## src/rtl/avmm_arbiter_2m.sv

```systemverilog
// Two-master to one-slave Avalon-MM arbiter with round-robin grant and
// in-order read-response routing through a small tag FIFO.
module avmm_arbiter_2m #(
  parameter int ADDR_W   = 25,
  parameter int DATA_W   = 16,
  parameter int MAX_PEND = 4
) (
  input  logic                               Clk,
  input  logic                               Reset,
  input  logic [ADDR_W-1:0]                  m0_address,
  input  logic                               m0_read,
  input  logic                               m0_write,
  input  logic [DATA_W-1:0]                  m0_writedata,
  input  logic [DATA_W/8-1:0]                m0_byteenable,
  output logic                               m0_waitrequest,
  output logic                               m0_readdatavalid,
  input  logic [ADDR_W-1:0]                  m1_address,
  input  logic                               m1_read,
  input  logic                               m1_write,
  input  logic [DATA_W-1:0]                  m1_writedata,
  input  logic [DATA_W/8-1:0]                m1_byteenable,
  output logic                               m1_waitrequest,
  output logic                               m1_readdatavalid,
  output logic [DATA_W-1:0]                  m_readdata,
  output logic [ADDR_W-1:0]                  s_address,
  output logic                               s_read,
  output logic                               s_write,
  output logic [DATA_W-1:0]                  s_writedata,
  output logic [DATA_W/8-1:0]                s_byteenable,
  input  logic                               s_waitrequest,
  input  logic [DATA_W-1:0]                  s_readdata,
  input  logic                               s_readdatavalid,
  output logic [$clog2(MAX_PEND+1)-1:0]      pend_count,
  output logic                               err_rdv
);

  localparam int CNT_W = $clog2(MAX_PEND+1);
  localparam int PTR_W = (MAX_PEND > 1) ? $clog2(MAX_PEND) : 1;

  typedef enum logic [1:0] {
    IDLE   = 2'd0,
    BUSY_0 = 2'd1,
    BUSY_1 = 2'd2
  } state_e;

  state_e              state_q, state_d;
  logic                rr_q, rr_d;
  logic [MAX_PEND-1:0] tag_q;
  logic [PTR_W-1:0]    wr_ptr_q, wr_ptr_d;
  logic [PTR_W-1:0]    rd_ptr_q, rd_ptr_d;
  logic [CNT_W-1:0]    cnt_q, cnt_d;
  logic                err_q, err_d;

  logic full_s, empty_s;
  logic elig0_s, elig1_s;
  logic push_s, push_tag_s, pop_s, head_tag_s;

  function automatic logic [PTR_W-1:0] ptr_inc(input logic [PTR_W-1:0] p);
    if (p == PTR_W'(MAX_PEND - 1)) begin
      return '0;
    end else begin
      return p + PTR_W'(1);
    end
  endfunction

  assign full_s  = (cnt_q == CNT_W'(MAX_PEND));
  assign empty_s = (cnt_q == '0);
  // Reads are held off while the tag FIFO is full; writes never are.
  assign elig0_s = m0_write | (m0_read & ~full_s);
  assign elig1_s = m1_write | (m1_read & ~full_s);

  assign pop_s      = s_readdatavalid & ~empty_s;
  assign head_tag_s = tag_q[rd_ptr_q];

  assign m0_readdatavalid = pop_s & ~head_tag_s;
  assign m1_readdatavalid = pop_s &  head_tag_s;
  assign m_readdata       = s_readdata;
  assign pend_count       = cnt_q;
  assign err_rdv          = err_q;

  // Arbitration FSM next state and slave-side command mux
  always_comb begin
    state_d        = state_q;
    rr_d           = rr_q;
    push_s         = 1'b0;
    push_tag_s     = 1'b0;
    s_address      = '0;
    s_read         = 1'b0;
    s_write        = 1'b0;
    s_writedata    = '0;
    s_byteenable   = '0;
    m0_waitrequest = 1'b1;
    m1_waitrequest = 1'b1;
    case (state_q)
      IDLE: begin
        if (elig0_s && elig1_s) begin
          state_d = rr_q ? BUSY_1 : BUSY_0;
        end else if (elig0_s) begin
          state_d = BUSY_0;
        end else if (elig1_s) begin
          state_d = BUSY_1;
        end else begin
          state_d = IDLE;
        end
      end
      BUSY_0: begin
        s_address      = m0_address;
        s_read         = m0_read;
        s_write        = m0_write;
        s_writedata    = m0_writedata;
        s_byteenable   = m0_byteenable;
        m0_waitrequest = s_waitrequest;
        if (!s_waitrequest) begin
          state_d    = IDLE;
          rr_d       = 1'b1;
          push_s     = m0_read;
          push_tag_s = 1'b0;
        end else begin
          state_d = BUSY_0;
        end
      end
      BUSY_1: begin
        s_address      = m1_address;
        s_read         = m1_read;
        s_write        = m1_write;
        s_writedata    = m1_writedata;
        s_byteenable   = m1_byteenable;
        m1_waitrequest = s_waitrequest;
        if (!s_waitrequest) begin
          state_d    = IDLE;
          rr_d       = 1'b0;
          push_s     = m1_read;
          push_tag_s = 1'b1;
        end else begin
          state_d = BUSY_1;
        end
      end
      default: begin
        state_d = IDLE;
      end
    endcase
  end

  // Tag FIFO pointers, occupancy and sticky error next state
  always_comb begin
    wr_ptr_d = wr_ptr_q;
    rd_ptr_d = rd_ptr_q;
    cnt_d    = cnt_q;
    err_d    = err_q | (s_readdatavalid & empty_s);
    if (push_s) begin
      wr_ptr_d = ptr_inc(wr_ptr_q);
    end else begin
      wr_ptr_d = wr_ptr_q;
    end
    if (pop_s) begin
      rd_ptr_d = ptr_inc(rd_ptr_q);
    end else begin
      rd_ptr_d = rd_ptr_q;
    end
    case ({push_s, pop_s})
      2'b10:   cnt_d = cnt_q + CNT_W'(1);
      2'b01:   cnt_d = cnt_q - CNT_W'(1);
      default: cnt_d = cnt_q;
    endcase
  end

  // State, pointer and tag storage registers
  always_ff @(posedge Clk) begin
    if (Reset) begin
      state_q  <= IDLE;
      rr_q     <= 1'b0;
      tag_q    <= '0;
      wr_ptr_q <= '0;
      rd_ptr_q <= '0;
      cnt_q    <= '0;
      err_q    <= 1'b0;
    end else begin
      state_q  <= state_d;
      rr_q     <= rr_d;
      wr_ptr_q <= wr_ptr_d;
      rd_ptr_q <= rd_ptr_d;
      cnt_q    <= cnt_d;
      err_q    <= err_d;
      if (push_s) begin
        tag_q[wr_ptr_q] <= push_tag_s;
      end
    end
  end

endmodule

```

## config.mk

```make
export PLATFORM = sky130hd
export DESIGN_NAME = avmm_arbiter_2m
export DESIGN_NICKNAME = d
export VERILOG_FILES = /design/src/rtl/avmm_arbiter_2m.sv
export SDC_FILE = /design/constraint.sdc
export NUM_CORES = 1
export LEC_CHECK = 0
export CAP_MARGIN = 20
export CORE_MARGIN = 2
export CORE_UTILIZATION = 26
export DETAILED_ROUTE_END_ITERATION = 16
export GPL_TIMING_DRIVEN = 0
export PLACE_DENSITY_LB_ADDON = 0.12
export SLEW_MARGIN = 15
export SYNTH_ARGS = -nofsm -noshare
export SYNTH_HDL_FRONTEND = slang
export SYNTH_SLANG_ARGS = --single-unit
```

## constraint.sdc

```tcl
create_clock -name Clk -period 2.2 [get_ports Clk]
set_input_delay 0.66 -clock Clk [delete_from_list [all_inputs] [get_ports Clk]]
set_output_delay 0.66 -clock Clk [all_outputs]
set_load 0.05 [all_outputs]
```

==> impl_results.md <==
- Xor/xnor share of the synthesized area: 0.0103
- Number of CTS-inserted buffers: 3
- Die Ht: 84.9 µm
- GPL Wtd Cong: roughly 0.73
- Fmax: between 400 and 500 MHz
- Fin crit period: approximately 2200 ps
- Nets: 510
- CTS tree: done
- Die ar.: a little over 7000 µm²
- Placed cells: approximately 450
- Power per Cell Area: between 500 and 600 nW/µm²
- Yosys top cell area share: 0.194
- Number of synthesis warnings: 0
- Share of layout cells above drive strength 1: 0.513
- Clock slew at reported path FFs: approximately 70 ps
- Initial DRC count: between 50 and 60
- Critical Path End Type: primary output
- DRC viols: 0
- Register bit count reported by yosys: 15
- Multi-input combinational cell area: ~1600 µm²
- Period utilization: 1.02
- Mux contribution to synthesized area: 0.0427
- Worst slew margin: 0.662
- Clock latency on the worst-skew pair: 250 ps
- RSZ-0062 raised after global routing: yes
- Dominant cell type by area after synthesis: a22oi_1
- Crit path max fanout: 10
- Final Skew: approximately 4.7 ps
- Final WL: a little over 7000 µm
- CTS root buf: clkbuf_8
- Worst EP required: 1540 ps
- Routed Antenna Nets: 0
- DR pass1 iterations: 4
- Register area share after synthesis: 0.177
- Status: finished with violations
- Min-delay worst type: register to register
- CTS H-Tree Depth: 1
- Reg area: 314 µm²
- Failing checks: setup timing
- First-pass GRT wire length: 11300 µm
- Largest family of logic cells by synthesized area: simple AND/OR/NAND/NOR gates
- Sequential power share: 0.142
- Netlist Area Pre-Place: 1700 µm²
- Total number of vias: 2215
- Int Pwr: 0.00124 W
- Maximum clock path buffer count: 2
- GRT overflow: 0
- Final Hold Fails: 0
- Fillers: approximately 530
- Starting Density: 0.268
- Clock power share: 0.106
- Leakage Power: 1.60 nW
- Final Non-Filler Cells: 465
- Max-cap violation count: 0
- Post-Synth Simple-Gate Area: 0.288
- DP Wirelength: 5450 µm
- Post-synthesis compound-gate area fraction: 0.264
- Synth top area cells: a22oi_1 (19%), dfxtp_1 (18%), nor2b_1 (17%)
- Post-synthesis instance total: between 200 and 250
- CP Class: register to primary output
- Syn Nets: ~340
- Initial antenna violation count: 0
- Core area: 6350 µm²
- ANT cells: 0
- Sw Ratio: 0.439
- Vias per cell: between 4 and 5
- Post-DP Area: between 3000 and 4000 µm²
- Tightest Pin Transition: 506 ps
- Port Buffers: ~160
- Vias in the first global route: roughly 2400
- Comb pwr share: 0.752
- Final setup vio count: 17
- Final WS setup: -33.1 ps
- Post-synthesis cell type count: 33
- Largest net degree at the start of global routing: 11
- Critical Path Start Type: register
- Final Slew Violations: 0
- Synthesized area per cell: approximately 7.9 µm²
- Die Width: approximately 85 µm
- CTS Sinks: 15
- Rows: 29
- Switching Power: 0.000969 W
- Total GRT Usage: 0.193
- Post-synthesis adder-cell area fraction: 0.0854
- VDD IR-drop max: around 340 µV
- WL/cell: around 15 µm
- IO Count: 179
- WP data arrival: around 1600 ps
- Design area: 4180 µm²
- Syn-to-layout area delta: 146%
final timing paths:
kind	cells past startpoint	end	slack [ps]	from
min reg2reg	2	err_rdv$_SDFF_PP0_	470	err_rdv$_SDFF_PP0_
min	2	err_rdv$_SDFF_PP0_	470	err_rdv$_SDFF_PP0_
max	7	s_address[21]	-30	state_q[1]$_SDFF_PP0_
max reg2reg	10	pend_count[2]$_SDFFE_PP0P_	80	state_q[0]$_SDFF_PP0_
cells in the final DEF, fill, tap and decap left out, drive strengths merged:
master         synthesis  final
a21oi                  4      4
a221oi                 1      1
a22o                   1      1
a22oi                 44     44
a311o                  2      2
and2                   1      1
and4                   1      1
buf                   25     84
clkbuf                 7      8
clkdlybuf4s50          0    100
clkinv                 1      2
dfxtp                 15     15
dlygate4sd2            0      9
dlymetal6s2s           0      4
fa                     1      1
ha                    10     10
inv                    9      9
mux2i                  5      5
mux4                   1      1
nand2                  4      4
nand2b                 6      6
nand3                  3      3
nand4                  3      3
nor2                   9      9
nor2b                 45     45
nor3                   3      3
nor4b                  2      2
o21ai                  3      3
o31ai                  1      1
o41ai                  2      2
or3                    3      3
xor2                   2      2
cells by family (layout without fill, tap and decap cells):
family	Yosys count	in the layout
buffers and inverters	42	216
XOR/XNOR	2	2
multiplexers	6	6
flip-flops	15	15
AND/OR/NAND/NOR	80	80
AO/OA/AOI/OAI	58	58
adder cells (fa/ha/maj)	11	11
cell usage after synthesis:
library cell / number
nor2b_1: 45
a22oi_1: 44
buf_4: 16
dfxtp_1: 15
ha_1: 10
inv_1: 9
nor2_1: 9
buf_2: 7
clkbuf_1: 7
nand2b_1: 6
mux2i_1: 5
a21oi_1: 4
nand2_1: 4
nand3_1: 3
nand4_1: 3
nor3_1: 3
o21ai_0: 3
or3_1: 3
a311o_1: 2
buf_1: 2
xor2_1: 2
a221oi_1: 1
a22o_1: 1
and2_1: 1
and4_1: 1
clkinv_1: 1
fa_1: 1
mux4_2: 1
nor4b_2: 1
nor4b_4: 1
o31ai_4: 1
o41ai_1: 1
o41ai_2: 1
stage by stage:
stage,total power (W),worst slack (ps),util,setup TNS (ps),hold slack (ps)
final,0.00220,-33.1,0.659,-225,467
after global routing,0.00231,-79.8,0.659,-2060,508
after CTS,0.00217,-26.5,0.649,-180,473
after detailed placement,0.00165,-891,0.567,-35150,453
after global placement,0.00164,-908,0.567,-34480,448
after floorplan,0.00118,-50.3,-,-151,446
power by group through the flow:
stage	Sequential (W)	Combinational, W	Clock (W)
floorplan	0.000327	0.000849	0
global route	0.000318	0.00174	0.000249
CTS	0.000314	0.00162	0.000234
detailed placement	0.000314	0.00133	0
global placement	0.000313	0.00133	0
finish	0.000314	0.00166	0.000233
layer usage:
layer  share of wire  vias to the layer above  GRT usage
li1                -                     1105          -
met1            0.35                     1020      0.201
met2            0.55                       83      0.370
met3           0.083                        7     0.0584
met4           0.012                        0     0.0534
met5               0                        -          0
cell type report:
class / instances / area share
Clock inverter: 1 / 0.00120
Clock buffer: 3 / 0.00987
Buffer: 32 / 0.0852
Tap cell: 77 / 0.0230
Sequential cell: 15 / 0.0751
Timing Repair Buffer: 170 / 0.412
Multi-Input combinational cell: 157 / 0.382
Inverter: 10 / 0.0114
what timing repair did:
| action | CTS | global route |
|---|---|---|
| pin swaps | 20 | 4 |
| cloned | 0 | 0 |
| buffers inserted | 7 | 1 |
| hold buffers | 0 | 0 |
| endpoints found under the setup margin | 54 | 53 |
| resized for setup | 445 | 21 |
sequential cells by signal, indices dropped and copies added, names as in the netlist:
signal      flops
err_rdv         1
pend_count      3
rd_ptr_q        2
rr_q            1
state_q         2
tag_q           4
wr_ptr_q        2
worst max-delay path, stage by stage, from the launching register on:
cell and delay (ps):
dfxtp_4 380, inv_4 50, ha_4 170, buf_12 150
buf_12 150, a22oi_2 200, nor2b_4 60, buf_8 150
No activity file was read; power rests on OpenSTA's default activity.
